`src/rtl/player_req_ctrl.sv`:
```
// Player requester: sync + debounce button, time reaction from arm, latch request until resolved.
// Latency: raw edge -> btn_level_out 2+DEBOUNCE_CYCLES clk; press edge -> req_out 2 further clk.
// Backpressure: none; request is held until gnt_in/done_in/clear_in. Optional macro: PLAYER_FALSE_START_EN.
module player_req_ctrl #(
    parameter int CLOCK_FREQ      = 12000000,
    parameter int DEBOUNCE_CYCLES = CLOCK_FREQ / 50,
    parameter int TICK_CYCLES     = CLOCK_FREQ / 1000,
    parameter int RT_WIDTH        = 10
) (
    input  logic                clk,
    input  logic                rst_in_n,
    input  logic                btn_in_n,
    input  logic                arm_in,
    input  logic                gnt_in,
    input  logic                done_in,
    input  logic                clear_in,
    output logic                req_out,
    output logic                btn_level_out,
    output logic [RT_WIDTH-1:0] rt_ms_out,
    output logic                rt_valid_out,
    output logic                won_out,
    output logic                lost_out,
    output logic                false_start_out
);
    localparam int DB_W = $clog2(DEBOUNCE_CYCLES + 1);
    localparam int TK_W = $clog2(TICK_CYCLES + 1);
    localparam logic [DB_W-1:0]     DB_LAST = DB_W'(DEBOUNCE_CYCLES - 1);
    localparam logic [TK_W-1:0]     TK_LAST = TK_W'(TICK_CYCLES - 1);
    localparam logic [RT_WIDTH-1:0] MS_MAX  = '1;

    typedef enum logic [2:0] {S_IDLE, S_ARMED, S_REQ, S_WON, S_LOST, S_FOUL} state_t;

    logic                sync1_q, sync2_q;
    logic [DB_W-1:0]     db_cnt_q, db_cnt_d;
    logic                level_q, level_d;
    logic                level_prev_q;
    logic                press_q, press_d;
    state_t              state_q, state_d;
    logic [TK_W-1:0]     presc_q, presc_d;
    logic [RT_WIDTH-1:0] ms_q, ms_d;
    logic [RT_WIDTH-1:0] rt_q, rt_d;
    logic                rtv_q, rtv_d;
    logic                req_q, req_d;
    logic                won_q, won_d;
    logic                lost_q, lost_d;

    always_comb begin
        db_cnt_d = '0;
        level_d  = level_q;
        if (~sync2_q != level_q) begin
            if (db_cnt_q == DB_LAST) begin
                level_d = ~level_q;
            end else begin
                db_cnt_d = db_cnt_q + 1'b1;
            end
        end
        press_d = level_q & ~level_prev_q;

        state_d = state_q;
        presc_d = presc_q;
        ms_d    = ms_q;
        rt_d    = rt_q;
        rtv_d   = rtv_q;

        if (state_q == S_ARMED) begin
            if (presc_q == TK_LAST) begin
                presc_d = '0;
                if (ms_q != MS_MAX) ms_d = ms_q + 1'b1;
            end else begin
                presc_d = presc_q + 1'b1;
            end
        end

        // clear_in dominates every other event in the same cycle
        if (clear_in) begin
            state_d = S_IDLE;
            presc_d = '0;
            ms_d    = '0;
            rt_d    = '0;
            rtv_d   = 1'b0;
        end else begin
            case (state_q)
                S_IDLE: begin
`ifdef PLAYER_FALSE_START_EN
                    if (press_q) begin
                        state_d = S_FOUL;
                    end else if (arm_in) begin
                        state_d = S_ARMED;
                        presc_d = '0;
                        ms_d    = '0;
                    end
`else
                    if (arm_in) begin
                        state_d = S_ARMED;
                        presc_d = '0;
                        ms_d    = '0;
                    end
`endif
                end
                S_ARMED: begin
                    if (done_in) begin
                        state_d = S_LOST;
                    end else if (press_q) begin
                        state_d = S_REQ;
                        rt_d    = ms_q;
                        rtv_d   = 1'b1;
                    end
                end
                S_REQ: begin
                    if (gnt_in)       state_d = S_WON;
                    else if (done_in) state_d = S_LOST;
                end
                default: ;
            endcase
        end

        req_d  = (state_d == S_REQ);
        won_d  = (state_d == S_WON);
        lost_d = (state_d == S_LOST);
    end

    always_ff @(posedge clk or negedge rst_in_n) begin
        if (!rst_in_n) begin
            sync1_q      <= 1'b1;
            sync2_q      <= 1'b1;
            db_cnt_q     <= '0;
            level_q      <= 1'b0;
            level_prev_q <= 1'b0;
            press_q      <= 1'b0;
            state_q      <= S_IDLE;
            presc_q      <= '0;
            ms_q         <= '0;
            rt_q         <= '0;
            rtv_q        <= 1'b0;
            req_q        <= 1'b0;
            won_q        <= 1'b0;
            lost_q       <= 1'b0;
        end else begin
            sync1_q      <= btn_in_n;
            sync2_q      <= sync1_q;
            db_cnt_q     <= db_cnt_d;
            level_q      <= level_d;
            level_prev_q <= level_q;
            press_q      <= press_d;
            state_q      <= state_d;
            presc_q      <= presc_d;
            ms_q         <= ms_d;
            rt_q         <= rt_d;
            rtv_q        <= rtv_d;
            req_q        <= req_d;
            won_q        <= won_d;
            lost_q       <= lost_d;
        end
    end

`ifdef PLAYER_FALSE_START_EN
    logic fs_q;
    always_ff @(posedge clk or negedge rst_in_n) begin
        if (!rst_in_n) fs_q <= 1'b0;
        else           fs_q <= (state_d == S_FOUL);
    end
    assign false_start_out = fs_q;
`else
    assign false_start_out = 1'b0;
`endif

    assign req_out       = req_q;
    assign btn_level_out = level_q;
    assign rt_ms_out     = rt_q;
    assign rt_valid_out  = rtv_q;
    assign won_out       = won_q;
    assign lost_out      = lost_q;
endmodule

```
`config.mk`:
```
export PLATFORM = sky130hd
export DESIGN_NAME = player_req_ctrl
export DESIGN_NICKNAME = d
export VERILOG_FILES = /design/src/rtl/player_req_ctrl.sv
export SDC_FILE = /design/constraint.sdc
export NUM_CORES = 1
export LEC_CHECK = 0
export CORE_MARGIN = 1.5
export CORE_UTILIZATION = 45
export CTS_CLUSTER_SIZE = 25
export DETAILED_ROUTE_END_ITERATION = 8
export PLACE_DENSITY = 0.61
export SETUP_SLACK_MARGIN = 0.15
export SYNTH_ARGS = -nofsm -noshare
export SYNTH_HDL_FRONTEND = slang
export SYNTH_SLANG_ARGS = --single-unit
```
`constraint.sdc`:
```
create_clock -name clk -period 2.3 [get_ports clk]
set_input_delay 0.46 -clock clk [delete_from_list [all_inputs] [get_ports clk]]
set_output_delay 0.46 -clock clk [all_outputs]
set_load 0.005 [all_outputs]
```
==> impl_metrics.ini, run 1 <==
[timing]
fmax_mhz = 458
rsz0062_at_grt = yes
final.setup.tns_ns = 0
finClkSkew_ns = 0.00539
finalCritPeriodShare = 0.949
finalCriticalPeriod_ns = 2.18
whs_ns = 0.112
setup_viol = 0
hold_viol_final = 0
worst_slack_ns = 0.117
final_max_slew_viol_count = 0

[logic_synthesis]
synth_ff_type = dfrtp_1
yosysSeqAreaShare = 0.515
yosysWarnings = 0
ys_ff_latch = 64
synth.distinct_cells = 49
synth_nets = 317
netlist_area_mm2 = 0.00311
async_flop_share = 1.00
postSynthCellCount = 307
syn_avg_cell_area_um2 = 10.1
synth-edff-count = 0

[pwr]
clockPowerShare = 0.385
p_total_uw = 2070
power_density_mw_per_mm2 = 557
comb_power_share = 0.060
p_leak_uw = 0.00155
netSwitchingFraction = 0.241
ir_worst_vdd_mv = 0.436
switching_power_uw = 498
intPower_uw = 1570
seqPwrFrac = 0.555

[critical_path]
reg2reg_slack_ns = 0.12
critPathKind = flop to flop
rr_worst_depth = 5
crit_path_cell_trace = or4b_1 -> or4_4 -> buf_6 -> or4_1 -> a21oi_2
crit_path_end_kind = flop
cp_top_family = simple AND/OR/NAND/NOR gates
critPathRequiredTime_ns = 2.58
max_stage_delay_ns = 0.51
path_max_fanout = 8
cp.arrival_ns = 2.46
r2r_end = ms_q[5]
path_buf_inv = 1
cp-start-kind = flop
reg2reg_from = presc_q[12]
critPathSlowestCell = or4b_1

[final_layout]
syn2layout_area_growth_pct = 19.2
multiInputGateArea_mm2 = 0.00140
nFillCells = 614
antenna_cells = 0
layout.area.seq_mm2 = 0.00160
nets = 361
drive_gt1_frac = 0.152

[routing]
wl_per_cell_um = 13.9
drt-initial-drc-count = 84
detail-route-antenna-nets = 0
vias = 2402
wl_um = 6060
via_per_inst = 5.52
drc_errors = 0
drtPass1Iterations = 4

[flow_run]
maxCapViolCount = 0

[place]
place_ws_ns = 0.0870
dp_hpwl_um = 3960
place.gp.congestion = 0.839
port_buffers = 21

[floorplanning]
rows = 30
start_util = 0.461
dieArea_mm2 = 0.00743
core-area_mm2 = 0.00676
die_w_um = 86.2
pin_count = 23
fp.dieH_um = 86.2

[clocking]
insertion_delay_ns = 0.34
clkSinkCount = 64
cts_root_buf = clkbuf_8
cts_hold_buf = 0
clk_pin_slew_worst_paths_ns = 0.07
cts_tree = built
numCtsBuffers = 9
htree_levels = 3
clockBufferDepth = 2

[global_routing]
grt_max_degree = 65
grtUsageTotal = 0.189
antenna_found_initial = 0
grt_pass1_wl_um = 10800
overflow = 0
grt_pass1_vias = 2305

[worst_hold_path]
hp-class = input pin to async pin

[outcome]
status = finished clean
## synth_stat cells, types with 8 or more instances
cell type / count / area (µm²)
nand4_1: 10 / 62.6
or4_1: 8 / 60.1
xnor2_1: 15 / 131
a21oi_1: 14 / 70.1
nand2_1: 22 / 82.6
dfrtp_1: 62 / 1550
nor2_1: 45 / 169
mux2i_1: 13 / 130
xor2_1: 8 / 70.1
inv_1: 11 / 41.3
## area by class of cell
type,count,share of cell area
clock buffer,11,0.0354
clock inverter,4,0.00606
inverter,11,0.0111
multi-input combinational,218,0.377
sequential,64,0.432
tap,80,0.0270
timing repair buffer,47,0.112
## kinds of logic after synthesis
| kind of cell | after synthesis | synth area share |
|---|---|---|
| xor+xnor | 23 | 0.0647 |
| buf+inv | 25 | 0.0454 |
| flops | 64 | 0.515 |
| fa+ha+maj | 3 | 0.0121 |
| mux | 13 | 0.0418 |
| other cells | 1 | 0.00120 |
| simple gates | 137 | 0.233 |
| compound gates | 41 | 0.0868 |
## cell usage in the layout (no fill, tap or decap), types with 4 or more instances in the layout
| cell type | instances |
|---|---|
| a21oi_1 | 13 |
| buf_4 | 23 |
| clkbuf_8 | 9 |
| clkdlybuf4s50_1 | 20 |
| dfrtp_1 | 62 |
| inv_1 | 11 |
| mux2i_1 | 13 |
| nand2_1 | 22 |
| nand3_1 | 6 |
| nand4_1 | 10 |
| nor2_1 | 45 |
| nor3_1 | 7 |
| nor4_1 | 6 |
| o21a_1 | 4 |
| o21ai_0 | 6 |
| o31ai_1 | 6 |
| or3_1 | 7 |
| or4_1 | 6 |
| xnor2_1 | 15 |
| xor2_1 | 8 |
## worst max-delay path by stage
stage                     start  endpoint  depth (start not counted)
finish              presc_q[12]   ms_q[5]                          5
global route        presc_q[12]   ms_q[5]                          5
CTS                 presc_q[12]   ms_q[4]                          5
detailed placement   presc_q[8]   ms_q[4]                          5
global placement     presc_q[8]   ms_q[3]                          5
floorplan           presc_q[12]   ms_q[3]                          5
## routing by layer
metal | vias up | GRT usage | share of wire
met2 | 53 | 0.289 | 0.45
met1 | 1166 | 0.245 | 0.48
met3 | 10 | 0.0743 | 0.047
li1 | 1173 | - | -
met5 | - | 0 | 0
met4 | 0 | 0.0630 | 0.016
## through the flow
| step | cells | instance area [µm²] | util |
|---|---|---|---|
| finish | 435 | 3710 | 0.550 |
| global route | 435 | 3710 | 0.550 |
| CTS | 432 | 3660 | 0.542 |
| detailed placement | 414 | 3480 | 0.515 |
| global placement | 414 | 3480 | 0.515 |
| floorplan | 307 | 3110 | - |
## registers in the layout, indices dropped and copies added (netlist names)
| register | cells |
|---|---|
| sync2_q | 1 |
| state_q | 3 |
| db_cnt_q | 18 |
| level_prev_q | 1 |
| btn_level_out | 1 |
| rt_ms_out | 10 |
| rt_valid_out | 1 |
| presc_q | 14 |
| req_out | 1 |
| press_q | 1 |
| ms_q | 10 |
| won_out | 1 |
| lost_out | 1 |
| sync1_q | 1 |
## what timing repair did
| action | CTS | global route |
|---|---|---|
| pin swaps | 3 | 6 |
| cloned | 1 | 0 |
| resized for setup | 2 | 6 |
| endpoints found under the setup margin | 4 | 9 |
| buffers inserted | 2 | 3 |
| hold endpoints to repair | 0 | 0 |
## power groups by stage
stage	Clock, µW	Sequential (µW)	Combinational (µW)
CTS	827	1150	125
global route	879	1150	142
finish	795	1150	125
global placement	0	1170	124
detailed placement	0	1170	125
floorplan	0	1170	66.2
## worst register-to-register path, delay by kind of cell, from the launching register on
kind	cells	cell delay, ns
buf+inv	1	0.16
compound gates	1	0.13
simple gates	3	1.46
flops	1	0.37
No activity file was read; power rests on OpenSTA's default activity.
==> run 2, diff against run 1 <==
CORE_UTILIZATION = 58   (was 45)
PLACE_DENSITY = 0.76   (was 0.61)
==> run 2 against run 1 <==
Compared with the run above:
- total power grew 0.23%
- register-to-register slack is essentially flat
- critical path depth is the same
- cell count decreased by 3.2%
- setup slack better by 0.0060 ns
- wire length rose by 0.58%
- sequential share of layout area rose by 0.30 points
- sequential cell count stayed put
- non-clock buffer count down 3
- clock-buffer cell count up 2
- global-route usage up 4.6 points
- critical path type unchanged
==> impl_metrics.ini, run 2 (same netlist as run 1, synthesis figures left out) <==
[final_layout]
nFillCells = 390
post-route-util = 0.718
fin_area_mm2 = 0.00369
top_register = db_cnt_q
stdcell_count = 421
nets = 358
drive_gt1_frac = 0.151
antenna_cells = 0
syn2layout_area_growth_pct = 18.5
mostFrequentLayoutCells = dfrtp_1 (61), nor2_1 (45), nand2_1 (21), clkdlybuf4s50_1 (20), buf_4 (20)
final_common_cell = dfrtp_1
largest_register_ffs = 18
reg_top3 = db_cnt_q (18), presc_q (14)

[global_routing]
grtUsageTotal = 0.235
overflow = 0
grt_max_degree = 65
antenna_found_initial = 0
grt_pass1_vias = 2394
grt_pass1_wl_um = 10900

[floorplanning]
pin_count = 23
die_w_um = 76.3
core-area_mm2 = 0.00514
start_util = 0.606
fp.dieH_um = 76.3
dieArea_mm2 = 0.00582
rows = 26

[worst_hold_path]
hp-class = input pin to async pin

[pwr]
seqPwrFrac = 0.556
netSwitchingFraction = 0.231
p_leak_uw = 0.00154
clockPowerShare = 0.389
comb_power_share = 0.056
ir_worst_vdd_mv = 0.464
intPower_uw = 1590
switching_power_uw = 479
power_density_mw_per_mm2 = 561

[place]
port_buffers = 21
dp.cells = 401
place.gp.congestion = 0.874
dp_hpwl_um = 3950
dpl_cell_area_mm2 = 0.00345

[flow_run]
maxCapViolCount = 0

[routing]
drc_errors = 0
vias = 2394
via_per_inst = 5.69
wl_met3_um = 277
detail-route-antenna-nets = 0
wl_met1_um = 2870
wl_um = 6090
met2WireLength_um = 2820
wl_per_cell_um = 14.5
drt-initial-drc-count = 150
drtPass1Iterations = 4
top_layer_used = met4

[critical_path]
r2r_end = ms_q[6]
critPathRequiredTime_ns = 2.56
startpoint = presc_q[12]
crit_path_end_kind = flop
critPathKind = flop to flop
cp.arrival_ns = 2.43
reg2reg_from = presc_q[12]
rr_worst_depth = 5
path_max_fanout = 8
cp-start-kind = flop
reg2reg_slack_ns = 0.12

[clocking]
cts_hold_buf = 0
cts_root_buf = clkbuf_8
cts_tree = built
insertion_delay_ns = 0.34
clockBufferDepth = 2
clk_pin_slew_worst_paths_ns = 0.06
clkSinkCount = 64
numCtsBuffers = 9
htree_levels = 3

[timing]
max_slew_margin = 0.642
finalCriticalPeriod_ns = 2.18
final_max_slew_viol_count = 0
finClkSkew_ns = 0.00644
finalCritPeriodShare = 0.947
fmax_mhz = 459
setup_viol = 0
rsz0062_at_grt = yes
worstMarginPinSlew_ns = 0.524
hold_viol_final = 0

[outcome]
status = finished clean
run 2: cell type report:
| type | instances | area (µm²) | share of cell area |
|---|---|---|---|
| clock buffers | 13 | 149 | 0.0403 |
| inverters | 11 | 41.3 | 0.0112 |
| clock inverters | 1 | 5.00 | 0.00136 |
| well taps | 70 | 87.6 | 0.0237 |
| flip-flops and latches | 64 | 1610 | 0.435 |
| repair buffers | 44 | 392 | 0.106 |
| multi-input cells | 218 | 1410 | 0.382 |
run 2: what timing repair did:
| action | 4_1_cts | 5_1_grt |
|---|---|---|
| setup endpoints to repair | 4 | 19 |
| pin swaps | 5 | 1 |
| gates cloned | 1 | 0 |
| resized for setup | 3 | 8 |
| buffers inserted | 4 | 1 |
| endpoints found under the hold margin | 0 | 0 |
run 2: worst max-delay path by stage:
stage                              to  cells after the start  slack (ns)
after global placement     presc_q[9]                      5        0.07
final                         ms_q[6]                      5        0.12
after global routing          ms_q[6]                      5        0.09
after floorplan               ms_q[3]                      5        0.18
after detailed placement  presc_q[11]                      5       -0.03
after CTS                     ms_q[5]                      5        0.12
run 2: power groups by stage:
stage               Combinational [µW]  Sequential [µW]  Clock (µW)
floorplan                         66.2             1170           0
global placement                   112             1170           0
detailed placement                 115             1170           0
CTS                                116             1150         821
global route                       132             1150         863
finish                             116             1150         805
run 2: routing by layer:
metal,global-route usage,up-vias
met4,0.122,0
li1,-,1161
met1,0.310,1162
met3,0.0407,11
met2,0.373,60
met5,0,-
run 2: through the flow:
stage / setup slack [ns] / hold slack (ns) / setup TNS (ns) / power, µW
after floorplan: 0.179 / 0.164 / 0 / 1230
after global placement: 0.0708 / 0.347 / 0 / 1280
after detailed placement: -0.0314 / 0.347 / -0.161 / 1290
after CTS: 0.122 / 0.140 / 0 / 2090
after global routing: 0.0859 / 0.160 / 0 / 2150
final: 0.123 / 0.138 / 0 / 2070
run 2: critical path, stage by stage (launching register included):
cell and delay [ns]:
dfrtp_1 0.37, or4b_1 0.51, or4_4 0.44, buf_6 0.16
nor4b_2 0.39, mux2i_1 0.24
==> run 3, diff against run 2 <==
SLEW_MARGIN = 30   (was default)
==> results of run 3 <==
Same layout as run 2: the final DEF is identical, and so are final timing and power.
